## config.mk

```make
export PLATFORM = sky130hd
export DESIGN_NAME = mlu_ctrl_flat
export DESIGN_NICKNAME = d
export VERILOG_FILES = /design/src/rtl/mlu_ctrl_if.sv /design/src/rtl/mlu_ctrl.sv /design/src/flat_wrapper.sv
export SDC_FILE = /design/constraint.sdc
export NUM_CORES = 1
export LEC_CHECK = 0
export BUFFER_PORTS_ARGS = -buffer_cell sky130_fd_sc_hd__buf_2
export CAP_MARGIN = 5
export CORE_MARGIN = 3
export CORE_UTILIZATION = 25
export CTS_CLUSTER_DIAMETER = 80
export DETAILED_ROUTE_END_ITERATION = 6
export PLACE_DENSITY = 0.51
export SLEW_MARGIN = 20
export SYNTH_ARGS = -nofsm -noshare
export SYNTH_HDL_FRONTEND = slang
export SYNTH_SLANG_ARGS = --single-unit
```

## constraint.sdc

```tcl
create_clock -name clk -period 7 [get_ports clk]
set_clock_uncertainty 0.15 [all_clocks]
set_input_delay 1.4 -clock clk [delete_from_list [all_inputs] [get_ports clk]]
set_output_delay 1.4 -clock clk [all_outputs]
set_load 0.03 [all_outputs]
```

## src/rtl/mlu_ctrl_if.sv

```systemverilog
// mlu_ctrl_if: EX-side request/HI-LO bus plus the MLU launch/result bus.
// master = EX stage and MLU side (testbench or parent), slave = mlu_ctrl.
interface mlu_ctrl_if;
  // EX stage request and MTHI/MTLO writes
  logic        req_valid;
  logic [2:0]  req_op;
  logic [31:0] req_a;
  logic [31:0] req_b;
  logic        flush;
  logic        hi_we;
  logic        lo_we;
  logic [31:0] hilo_wdata;
  // EX stage status and architectural state
  logic        stall;
  logic        done;
  logic [31:0] gpr_result;
  logic        err;
  logic [31:0] hi;
  logic [31:0] lo;
  // MLU side
  logic        mlu_start;
  logic        mlu_sign;
  logic [31:0] mlu_op1;
  logic [31:0] mlu_op2;
  logic        mlu_ready;
  logic [63:0] mlu_result;

  modport master (
    output req_valid, req_op, req_a, req_b, flush, hi_we, lo_we, hilo_wdata,
    output mlu_ready, mlu_result,
    input  stall, done, gpr_result, err, hi, lo,
    input  mlu_start, mlu_sign, mlu_op1, mlu_op2
  );

  modport slave (
    input  req_valid, req_op, req_a, req_b, flush, hi_we, lo_we, hilo_wdata,
    input  mlu_ready, mlu_result,
    output stall, done, gpr_result, err, hi, lo,
    output mlu_start, mlu_sign, mlu_op1, mlu_op2
  );
endinterface

```

## src/rtl/mlu_ctrl.sv

```systemverilog
// mlu_ctrl: sequencing controller between the EX stage and the 7-stage MLU.
// One request in flight; operands/sign held for the whole RUN phase, the
// single-cycle MLU result is captured into HI/LO (or the GPR result), and a
// one-cycle GAP returns the MLU to its idle state before the next accept.
// Optional feature: define MLU_ACC_EN to enable MADD/MADDU/MSUB/MSUBU
// accumulation into {hi,lo}; otherwise ops 4-7 complete as no-ops like op 3.
//
// state | meaning
// IDLE  | waiting for a request; MTHI/MTLO writes accepted
// RUN   | mlu_start high, waiting for mlu_ready (flush / timeout abort)
// GAP   | one cycle with mlu_start low; done/err pulse visible here
module mlu_ctrl #(
  parameter int TIMEOUT = 15,
  parameter int CNT_W   = 4
) (
  input logic       clk,
  input logic       rst,
  mlu_ctrl_if.slave bus
);

  typedef enum logic [1:0] {
    IDLE = 2'd0,
    RUN  = 2'd1,
    GAP  = 2'd2
  } state_t;

  localparam logic [CNT_W-1:0] TO_CNT = CNT_W'(TIMEOUT);

  state_t           state_q;
  logic [CNT_W-1:0] cnt_q;
  logic [2:0]       op_q;
  logic [31:0]      op1_q;
  logic [31:0]      op2_q;
  logic             sign_q;
  logic [31:0]      hi_q;
  logic [31:0]      lo_q;
  logic [31:0]      gpr_q;
  logic             done_q;
  logic             err_q;

  logic             op_nop;
  logic             is_idle;
  logic             accept;
  logic             nop_hit;
  logic [63:0]      hilo_d;
  logic [31:0]      gpr_d;

  // Ops that never launch the MLU and simply complete one cycle later
`ifdef MLU_ACC_EN
  assign op_nop = (bus.req_op == 3'd3);
`else
  assign op_nop = (bus.req_op == 3'd3) || bus.req_op[2];
`endif

  assign is_idle = (state_q == IDLE);
  assign accept  = is_idle && bus.req_valid && !bus.flush && !op_nop;
  assign nop_hit = is_idle && bus.req_valid && !bus.flush && op_nop;

  // Value written at capture, selected by the latched opcode
  always_comb begin
    hilo_d = {hi_q, lo_q};
    gpr_d  = gpr_q;
    case (op_q)
      3'd0, 3'd1: hilo_d = bus.mlu_result;
      3'd2:       gpr_d  = bus.mlu_result[31:0];
`ifdef MLU_ACC_EN
      3'd4, 3'd5: hilo_d = {hi_q, lo_q} + bus.mlu_result;
      3'd6, 3'd7: hilo_d = {hi_q, lo_q} - bus.mlu_result;
`endif
      default: ;
    endcase
  end

  // Sequencing FSM with registered done/err pulses and HI/LO state
  always_ff @(posedge clk or posedge rst) begin
    if (rst) begin
      state_q <= IDLE;
      cnt_q   <= '0;
      op_q    <= 3'd0;
      op1_q   <= 32'd0;
      op2_q   <= 32'd0;
      sign_q  <= 1'b0;
      hi_q    <= 32'd0;
      lo_q    <= 32'd0;
      gpr_q   <= 32'd0;
      done_q  <= 1'b0;
      err_q   <= 1'b0;
    end else begin
      done_q <= 1'b0;
      err_q  <= 1'b0;
      case (state_q)
        IDLE: begin
          if (bus.hi_we) hi_q <= bus.hilo_wdata;
          if (bus.lo_we) lo_q <= bus.hilo_wdata;
          if (accept) begin
            op1_q   <= bus.req_a;
            op2_q   <= bus.req_b;
            op_q    <= bus.req_op;
            sign_q  <= ~bus.req_op[0];
            cnt_q   <= '0;
            state_q <= RUN;
          end else if (nop_hit) begin
            done_q <= 1'b1;
          end
        end
        RUN: begin
          cnt_q <= cnt_q + CNT_W'(1);
          if (bus.flush) begin
            state_q <= GAP;
          end else if (bus.mlu_ready) begin
            // mlu_result is only valid in this first ready cycle
            {hi_q, lo_q} <= hilo_d;
            gpr_q        <= gpr_d;
            done_q       <= 1'b1;
            state_q      <= GAP;
          end else if (cnt_q == TO_CNT) begin
            err_q   <= 1'b1;
            state_q <= GAP;
          end
        end
        GAP: begin
          state_q <= IDLE;
        end
        default: begin
          state_q <= IDLE;
        end
      endcase
    end
  end

  // Output decode; stall drops in GAP so EX advances while done pulses
  always_comb begin
    bus.stall      = bus.req_valid &&
                     ((is_idle && !bus.flush && !op_nop) || (state_q == RUN));
    bus.mlu_start  = (state_q == RUN);
    bus.mlu_sign   = sign_q;
    bus.mlu_op1    = op1_q;
    bus.mlu_op2    = op2_q;
    bus.hi         = hi_q;
    bus.lo         = lo_q;
    bus.gpr_result = gpr_q;
    bus.done       = done_q;
    bus.err        = err_q;
  end

endmodule

```

## src/flat_wrapper.sv

```systemverilog
// flat-port wrapper written by rule: the top's interface ports become plain ports
module mlu_ctrl_flat 
#(
  parameter int TIMEOUT = 15,
  parameter int CNT_W   = 4
)
  (clk, rst, bus_req_valid, bus_req_op, bus_req_a, bus_req_b, bus_flush, bus_hi_we, bus_lo_we, bus_hilo_wdata, bus_mlu_ready, bus_mlu_result, bus_stall, bus_done, bus_gpr_result, bus_err, bus_hi, bus_lo, bus_mlu_start, bus_mlu_sign, bus_mlu_op1, bus_mlu_op2);
  mlu_ctrl_if bus_i ();
  input logic clk;
  input logic rst;
  input wire logic [$bits(bus_i.req_valid)-1:0] bus_req_valid;
  input wire logic [$bits(bus_i.req_op)-1:0] bus_req_op;
  input wire logic [$bits(bus_i.req_a)-1:0] bus_req_a;
  input wire logic [$bits(bus_i.req_b)-1:0] bus_req_b;
  input wire logic [$bits(bus_i.flush)-1:0] bus_flush;
  input wire logic [$bits(bus_i.hi_we)-1:0] bus_hi_we;
  input wire logic [$bits(bus_i.lo_we)-1:0] bus_lo_we;
  input wire logic [$bits(bus_i.hilo_wdata)-1:0] bus_hilo_wdata;
  input wire logic [$bits(bus_i.mlu_ready)-1:0] bus_mlu_ready;
  input wire logic [$bits(bus_i.mlu_result)-1:0] bus_mlu_result;
  output wire logic [$bits(bus_i.stall)-1:0] bus_stall;
  output wire logic [$bits(bus_i.done)-1:0] bus_done;
  output wire logic [$bits(bus_i.gpr_result)-1:0] bus_gpr_result;
  output wire logic [$bits(bus_i.err)-1:0] bus_err;
  output wire logic [$bits(bus_i.hi)-1:0] bus_hi;
  output wire logic [$bits(bus_i.lo)-1:0] bus_lo;
  output wire logic [$bits(bus_i.mlu_start)-1:0] bus_mlu_start;
  output wire logic [$bits(bus_i.mlu_sign)-1:0] bus_mlu_sign;
  output wire logic [$bits(bus_i.mlu_op1)-1:0] bus_mlu_op1;
  output wire logic [$bits(bus_i.mlu_op2)-1:0] bus_mlu_op2;
  assign bus_i.req_valid = bus_req_valid;
  assign bus_i.req_op = bus_req_op;
  assign bus_i.req_a = bus_req_a;
  assign bus_i.req_b = bus_req_b;
  assign bus_i.flush = bus_flush;
  assign bus_i.hi_we = bus_hi_we;
  assign bus_i.lo_we = bus_lo_we;
  assign bus_i.hilo_wdata = bus_hilo_wdata;
  assign bus_i.mlu_ready = bus_mlu_ready;
  assign bus_i.mlu_result = bus_mlu_result;
  assign bus_stall = bus_i.stall;
  assign bus_done = bus_i.done;
  assign bus_gpr_result = bus_i.gpr_result;
  assign bus_err = bus_i.err;
  assign bus_hi = bus_i.hi;
  assign bus_lo = bus_i.lo;
  assign bus_mlu_start = bus_i.mlu_start;
  assign bus_mlu_sign = bus_i.mlu_sign;
  assign bus_mlu_op1 = bus_i.mlu_op1;
  assign bus_mlu_op2 = bus_i.mlu_op2;
  mlu_ctrl #(.TIMEOUT(TIMEOUT), .CNT_W(CNT_W)) u_core (.clk(clk), .rst(rst), .bus(bus_i));
endmodule
```

# ---- After elaboration in Yosys (flattened, before gate mapping)
# Cells that the tools add are included.
dict set report classes {
  n_addsub 1
  eq_ne 12
  muxes 25
  bitwise 2
  n_reduce_logical 21
}
# cell count
set ops {}
lappend ops {{$mux 32} 6}
lappend ops {{$pmux 32 s2} 2}
lappend ops {{$mux 64} 1}
lappend ops {{$ne 2x2->1 const B} 5}
lappend ops {{$reduce_and 5->1} 2}
lappend ops {{$mux 1} 8}
lappend ops {{$mux 2} 4}
lappend ops {{$pmux 4 s2} 1}
lappend ops {{$logic_and 1x1->1} 7}
lappend ops {{$eq 3x2->1 const B} 2}
lappend ops {{$reduce_and 2->1} 3}
lappend ops {{$add 4x1->4 const B} 1}
lappend ops {{$eq 4x4->1 const B} 1}
lappend ops {{$mux 4} 1}
lappend ops {{$ne 4x3->1 const B} 1}
lappend ops {{$pmux 2 s2} 1}
lappend ops {{$reduce_and 4->1} 1}
lappend ops {{$eq 3x1->1 const B} 1}
lappend ops {{$logic_not 3->1} 1}
lappend ops {{$eq 2x1->1 const B} 1}
lappend ops {{$logic_not 1->1} 2}
lappend ops {{$logic_not 2->1} 1}
lappend ops {{$logic_or 1x1->1} 2}
lappend ops {{$ne 2x1->1 const B} 1}
lappend ops {{4 further kinds} 5}
dict set report totals {
  ff_bits 172
  in_bits 170
  output_inout_bits 165
  word_cells 72
}

# ---- Logic depth before layout (Yosys ltp)
# Gate-level depths: netlist of the first run.
dict set report logic_depth {
  ltp_word 7
  mapped_depth 8
  ltp_nobuf 4
}

# ---- Worst setup path before layout of the first run
# Ideal clock, no wire load.
dict set report synth_timing {
  path_kind {input to output}
  start {input bus_flush}
  end {output bus_stall}
  arrival_time_ns 3.141
  required_time_ns 5.450
  slack_ns 2.309
  stages 5
  path_buffers 2
  cell_sequence {or4b_1 -> a211o_1 -> buf_6 -> buf_6 -> a21boi_0}
}
dict set report synth_via {
  elab_chain_len 5
}
# item line
set synth_rtl {}
lappend synth_rtl {{from (decl)} flat_wrapper.sv:15} ;# input wire logic [$bits(bus_i.flush)-1:0] bus_flush;
lappend synth_rtl {{$logic_not 1->1} mlu_ctrl.sv:134} ;# ((is_idle && !bus.flush && !op_nop) || (state_q == RUN));
lappend synth_rtl {{$logic_and 1x1->1 (2 in series)} mlu_ctrl.sv:134}
lappend synth_rtl {{$logic_or 1x1->1} mlu_ctrl.sv:134}
lappend synth_rtl {{$logic_and 1x1->1} mlu_ctrl.sv:133} ;# bus.stall = bus.req_valid &&
lappend synth_rtl {{to (decl)} flat_wrapper.sv:21} ;# output wire logic [$bits(bus_i.stall)-1:0] bus_stall;
# No other way between the ends.

# ---- Worst setup path in the final report of the first run
# Same ends and word-level chain as after synthesis.

==> reports/metrics.cfg, run 1 <==
[outcome]
outcome = finished, final reports clean

[cts]
cts_tree = done
numCtsBuffers = 17
cts_setup_buffers = 0
clk_path_buf_depth = 2
cts.clk_slew.worst_paths_ns = 0.09
clk_latency_ns = 0.43
ctsHtreeMaxLevel = 4
ctsHoldBuffers = 0
clock-root-buffer = clkbuf_16
post_cts_resized = 0
clock_sinks = 172

[power]
swShare = 0.375
power_density_nw_per_um2 = 335
p_leak_nw = 5.00
p_switching_w = 0.00123
p_int_w = 0.00206
ir_drop_mv = 0.133
pwr-share-clk = 0.295
p_comb_frac = 0.309
pwr-share-seq = 0.396

[critical_path]
slowest_delay_ns = 0.57
critPathKind = in -> out
worstSetupEndpointType = output port
crit_family = compound AO/OA/AOI/OAI gates
crit_chain = buf_2 -> or4b_1 -> a211o_4 -> a21boi_0 -> buf_2
worst-path-buf-inv = 2
crit_slowest_cell = or4b_1
cp.required_ns = 5.45
cp.arrival_ns = 2.91
start_kind = primary input
crit_fanout = 16
crit_top_cell = buf_2

[logic_synthesis]
yosysMostFrequentCell = dfrtp_1
synthArstFlopShare = 1.00
synthTopCellsByArea = dfrtp_1 (60%), mux2_4 (10%), o221a_2 (9.2%), mux2_2 (7.1%), nand2_1 (3.3%)
synth-edff-count = 0
post-synth-top-area-cell = dfrtp_1
synthFlopType = dfrtp_1
ys_warn_count = 0
synth.yosys.seq_area_share = 0.599
synth_area_um2 = 7180
synth_cells = 513
synthTopCellsByCount = dfrtp_1 (172), nand2_1 (63), o221a_2 (59)
syn_area_per_cell_um2 = 14.0
yosys.cell_types.count = 36
synth_nets = 684
synth_top_cell_area_share = 0.599
synth-seq-cells = 172

[finish]
fin_cells = 1230
areaGrowthSynthToFinish_pct = 37.0
drive_gt1_frac = 0.637
layout.nets = 1009

[timing]
slew_headroom = 0.292
grt_setup_unrepaired = no
max_slew.worst_pin.slew_ns = 1.06
tns_ns = 0
hold_viol = 0
fmax_ghz = 0.224
drv_slew = 0
period_needed_ns = 4.46
period_share = 0.637
setup_viol = 0

[floorplanning]
core_um2 = 28100
die_x_um = 176
dieArea_um2 = 30800
initial_core_util = 0.256
die_height_um = 176
ios = 335
rows = 61

[detailed_routing]
drt-initial-drc-count = 253
vias = 5480
drc = 0
viasPerCell = 4.46
ant_nets = 0
wl_per_cell_um = 18.3
first_pass_iters = 7
finalWirelength_um = 22500

[grt]
grt_pass1_wl_um = 34700
grt_max_degree = 66
grt_pass1_vias = 5976
grt_overflow = 0
antenna_found_initial = 2
grt_use_total = 0.145

[placement]
place_congestion = 0.732
port_buffers = 334
dp_hpwl_um = 15900
placed_cells = 1196

[run]
timing.max_cap.violations = 0

[worst_hold_path]
hp-class = reg -> reg

[per-stage QoR]
step / setup WS (ns) / cell area [um2] / total power [W] / util / hold WS [ns]
after floorplan: 0.790 / 7180 / 0.00200 / - / 0.313
after global placement: 2.57 / 9230 / 0.00235 / 0.329 / 0.313
after detailed placement: 2.53 / 9230 / 0.00236 / 0.329 / 0.324
after CTS: 2.53 / 9830 / 0.00335 / 0.350 / 0.347
after global routing: 2.48 / 9840 / 0.00347 / 0.350 / 0.363
final: 2.54 / 9840 / 0.00329 / 0.350 / 0.339
[kinds of logic after synthesis]
kind of cell	count (synthesis)	synth area share
DFF	172	0.599
buffers and inverters	39	0.0293
adders and majority gates	1	0.00174
muxes	98	0.180
AOI/OAI and AO/OA	78	0.113
and+or+nand+nor	125	0.0768
[routing by layer]
layer	routed length, um	part of all wire	global-route usage	vias to the layer above
met3	1940	0.086	0.0493	16
met5	20	0.00089	0	-
li1	-	-	-	2515
met2	10600	0.47	0.231	239
met1	9710	0.43	0.188	2708
met4	305	0.014	0.0432	2
[final timing paths]
| path | depth (start not counted) | slack [ns] | startpoint | to |
|---|---|---|---|---|
| worst max register to register | 4 | 3.73 | u_core.state_q[1] | u_core.bus.gpr_result[5] |
| max in group asynchronous | 3 | 4.52 | rst | u_core.bus.gpr_result[11] |
| worst max-delay path | 5 | 2.54 | bus_flush | bus_stall |
| worst min register to register | 1 | 0.34 | u_core.bus.mlu_sign | u_core.bus.mlu_sign |
| min in group asynchronous | 2 | 0.91 | rst | u_core.bus.mlu_op2[6] |
| worst min-delay path | 1 | 0.34 | u_core.bus.mlu_sign | u_core.bus.mlu_sign |
[layout by cell type, fill, tap and decap left out, types with 4 or more instances in the layout]
| cell | synthesis | layout |
|---|---|---|
| mux2_4 | 50 | 50 |
| o221a_2 | 59 | 59 |
| dfrtp_1 | 172 | 172 |
| buf_4 | 0 | 8 |
| o311a_1 | 5 | 5 |
| clkinv_8 | 0 | 4 |
| nand2_1 | 63 | 63 |
| nand2b_1 | 4 | 4 |
| buf_2 | 9 | 334 |
| clkbuf_16 | 0 | 17 |
| nor2_1 | 34 | 34 |
| inv_8 | 0 | 5 |
| or3_1 | 5 | 5 |
| mux2_2 | 45 | 45 |
[layout make-up]
type                    count  area, um2
flip-flops and latches    172       4300
well taps                 378        473
clock inverters            15        170
repair buffers            343       1750
multi-input cells         302       2710
diodes                      1       2.50
fillers                  2900      18200
inverters                   2       12.5
clock buffers              17        425
[worst register-to-register path: stages, from the launching register on]
cell       delay, ns
dfrtp_1         0.38
buf_4           0.27
nand4bb_1       0.59
or4b_2          1.25
mux2_1          0.51
[sequential cells by signal (all words and copies together), names as in the netlist]
register	cells
u_core.bus.gpr_result	32
u_core.bus.hi	32
u_core.bus.lo	32
u_core.bus.mlu_op1	32
u_core.bus.mlu_op2	32
u_core.cnt_q	4
u_core.op_q	3
u_core.state_q	2
u_core.bus.done	1
u_core.bus.err	1
u_core.bus.mlu_sign	1
[power by group through the flow]
stage	registers [W]	logic, W	clock network [W]
CTS	0.00131	0.00103	0.00101
finish	0.00131	0.00102	0.000971
global placement	0.00132	0.00103	0
global route	0.00133	0.00108	0.00106
floorplan	0.00170	0.000304	0
detailed placement	0.00132	0.00104	0
Note: power is estimated with default switching activity, not from simulation.
==> inputs of run 2 (changes only) <==
==> constraint.sdc (replaced) <==
create_clock -name clk -period 4.25 [get_ports clk]
set_clock_uncertainty 0.15 [all_clocks]
set_input_delay 0.85 -clock clk [delete_from_list [all_inputs] [get_ports clk]]
set_output_delay 0.85 -clock clk [all_outputs]
set_load 0.03 [all_outputs]
==> run 2 against run 1 <==
Effect of this change:
- wire length increased by 2.0%
- sequential share of layout area shrank 0.42 points
- die area unchanged
- sequential power rose by 64%
- worst setup slack got worse by 1.8 ns
- clock power grew 67%
- flip-flop and latch count unchanged
- combinational power rose by 66%
- hold slack worse by 0.0043 ns
==> reports/metrics.cfg, run 2 (synthesis results as in run 1) <==
[outcome]
outcome = finished, final reports clean  ; unchanged

[cts]
clock-root-buffer = clkbuf_16  ; unchanged
clk_latency_ns = 0.43  ; about the same
cts.clk_slew.worst_paths_ns = 0.07  ; was 0.09 ns
clk_path_buf_depth = 2  ; unchanged
ctsHtreeMaxLevel = 4  ; unchanged
post_cts_resized = 0  ; unchanged
clock_sinks = 172  ; unchanged
cts_tree = done  ; unchanged
ctsHoldBuffers = 0  ; unchanged
numCtsBuffers = 17  ; unchanged
cts_setup_buffers = 0  ; unchanged

[grt]
grt_max_degree = 58  ; was 66
grt_use_total = 0.147  ; was 0.145
grt_pass1_wl_um = 34700  ; about the same
antenna_found_initial = 3  ; was 2
grt_overflow = 0  ; unchanged
grt_pass1_vias = 5913  ; was 5976

[timing]
tns_ns = 0  ; unchanged
slew_headroom = 0.286  ; was 0.292
period_share = 0.817
hold_viol = 0  ; unchanged
period_needed_ns = 3.47
setup_viol = 0  ; unchanged
max_slew.worst_pin.slew_ns = 1.07  ; was 1.06 ns
drv_slew = 0  ; unchanged
grt_setup_unrepaired = no  ; unchanged
fmax_ghz = 0.288

[critical_path]
crit_fanout = 24  ; was 16
start_kind = flop  ; was primary input
critPathKind = reg -> out  ; was in -> out
cp.arrival_ns = 2.47  ; was 2.91 ns
worstSetupEndpointType = output port  ; unchanged
cp.required_ns = 3.25  ; was 5.45 ns

[floorplanning]
ios = 335  ; unchanged
rows = 61  ; unchanged
die_height_um = 176  ; unchanged
core_um2 = 28100  ; unchanged
initial_core_util = 0.256  ; unchanged
die_x_um = 176  ; unchanged
dieArea_um2 = 30800  ; unchanged

[detailed_routing]
drt-initial-drc-count = 233  ; was 253
drc = 0  ; unchanged
wl_met2_um = 11000  ; was 10600 um
route.met3.wl_um = 2190  ; was 1940 um
wl_per_cell_um = 18.5  ; was 18.3 um
wl_met1_um = 9460  ; was 9710 um
ant_nets = 0  ; unchanged
finalWirelength_um = 23000  ; was 22500 um
highest_layer = met5  ; unchanged
vias = 5473  ; was 5480
viasPerCell = 4.42  ; was 4.46
first_pass_iters = 4  ; was 7

[finish]
final_cell_mix = buf_2 (334), dfrtp_1 (171), nand2_1 (63)  ; was buf_2 (334), dfrtp_1 (172), nand2_1 (63)
n_fill_cell = 2870  ; was 2900
layout_commonest_cell = buf_2  ; unchanged
areaGrowthSynthToFinish_pct = 38.4  ; was 37.0%
final_core_util = 0.354  ; was 0.350
drive_gt1_frac = 0.637  ; about the same
seqCellArea_um2 = 4310  ; was 4300 um2
layout.nets = 1015  ; was 1009
multiInputGateArea_um2 = 2710  ; unchanged

[run]
timing.max_cap.violations = 0  ; unchanged

[placement]
place_congestion = 0.753  ; was 0.732
dp_hpwl_um = 16800  ; was 15900 um
port_buffers = 334  ; unchanged

[power]
power_density_nw_per_um2 = 550  ; was 335 nW/um2
ir_drop_mv = 0.290  ; was 0.133 mV
p_leak_nw = 5.03  ; was 5.00 nW

[worst_hold_path]
hp-class = reg -> reg  ; unchanged

==> run 2: final timing paths <==
check                                                 to  slack [ns]                start  cells after the start
min in group asynchronous         u_core.bus.mlu_op1[22]        0.44                  rst                      2
worst min register to register       u_core.bus.mlu_sign        0.33  u_core.bus.mlu_sign                      1
worst max-delay path                           bus_stall        0.78    u_core.state_q[1]                      4
max in group asynchronous              u_core.bus.lo[19]        2.72                  rst                      3
worst min-delay path                 u_core.bus.mlu_sign        0.33  u_core.bus.mlu_sign                      1
worst max register to register  u_core.bus.gpr_result[5]        1.39    u_core.state_q[1]                      4
==> run 2: power by group <==
part / switching, W / internal, W / total (W)
logic: 0.00105 / 0.000641 / 0.00169
clock network: 0.000665 / 0.000957 / 0.00162
registers: 0.000188 / 0.00197 / 0.00215
total: 0.00190 / 0.00357 / 0.00547
==> run 2: final cells by class <==
cell class / instances / area share
clock inverters: 10 / 0.0140
inverters: 2 / 0.00113
repair buffers: 349 / 0.184
multi-input cells: 302 / 0.272
flip-flops and latches: 172 / 0.433
diodes: 4 / 0.00101
clock buffers: 22 / 0.0467
well taps: 378 / 0.0476
==> run 2: metal layers <==
layer  vias to the layer above  track usage
met3                        20       0.0610
met4                         2       0.0429
li1                       2537            -
met1                      2658        0.177
met2                       256        0.243
met5                         -            0
==> run 2: critical path, stage by stage, from the launching register on <==
cell      delay (ns)
dfrtp_2         0.56
or4b_1          0.63
a211o_4         0.43
a21boi_0        0.19
buf_2           0.22
==> run 2: per-stage QoR <==
stage / cell area (um2) / cells / hold WS (ns) / setup slack, ns / power [W]
floorplan: 7190 / 513 / 0.313 / 0.659 / 0.00330
global placement: 9300 / 1202 / 0.321 / 0.891 / 0.00387
detailed placement: 9300 / 1202 / 0.320 / 0.911 / 0.00388
CTS: 9900 / 1234 / 0.338 / 0.720 / 0.00555
global route: 9940 / 1237 / 0.353 / 0.623 / 0.00574
finish: 9940 / 1239 / 0.335 / 0.780 / 0.00547
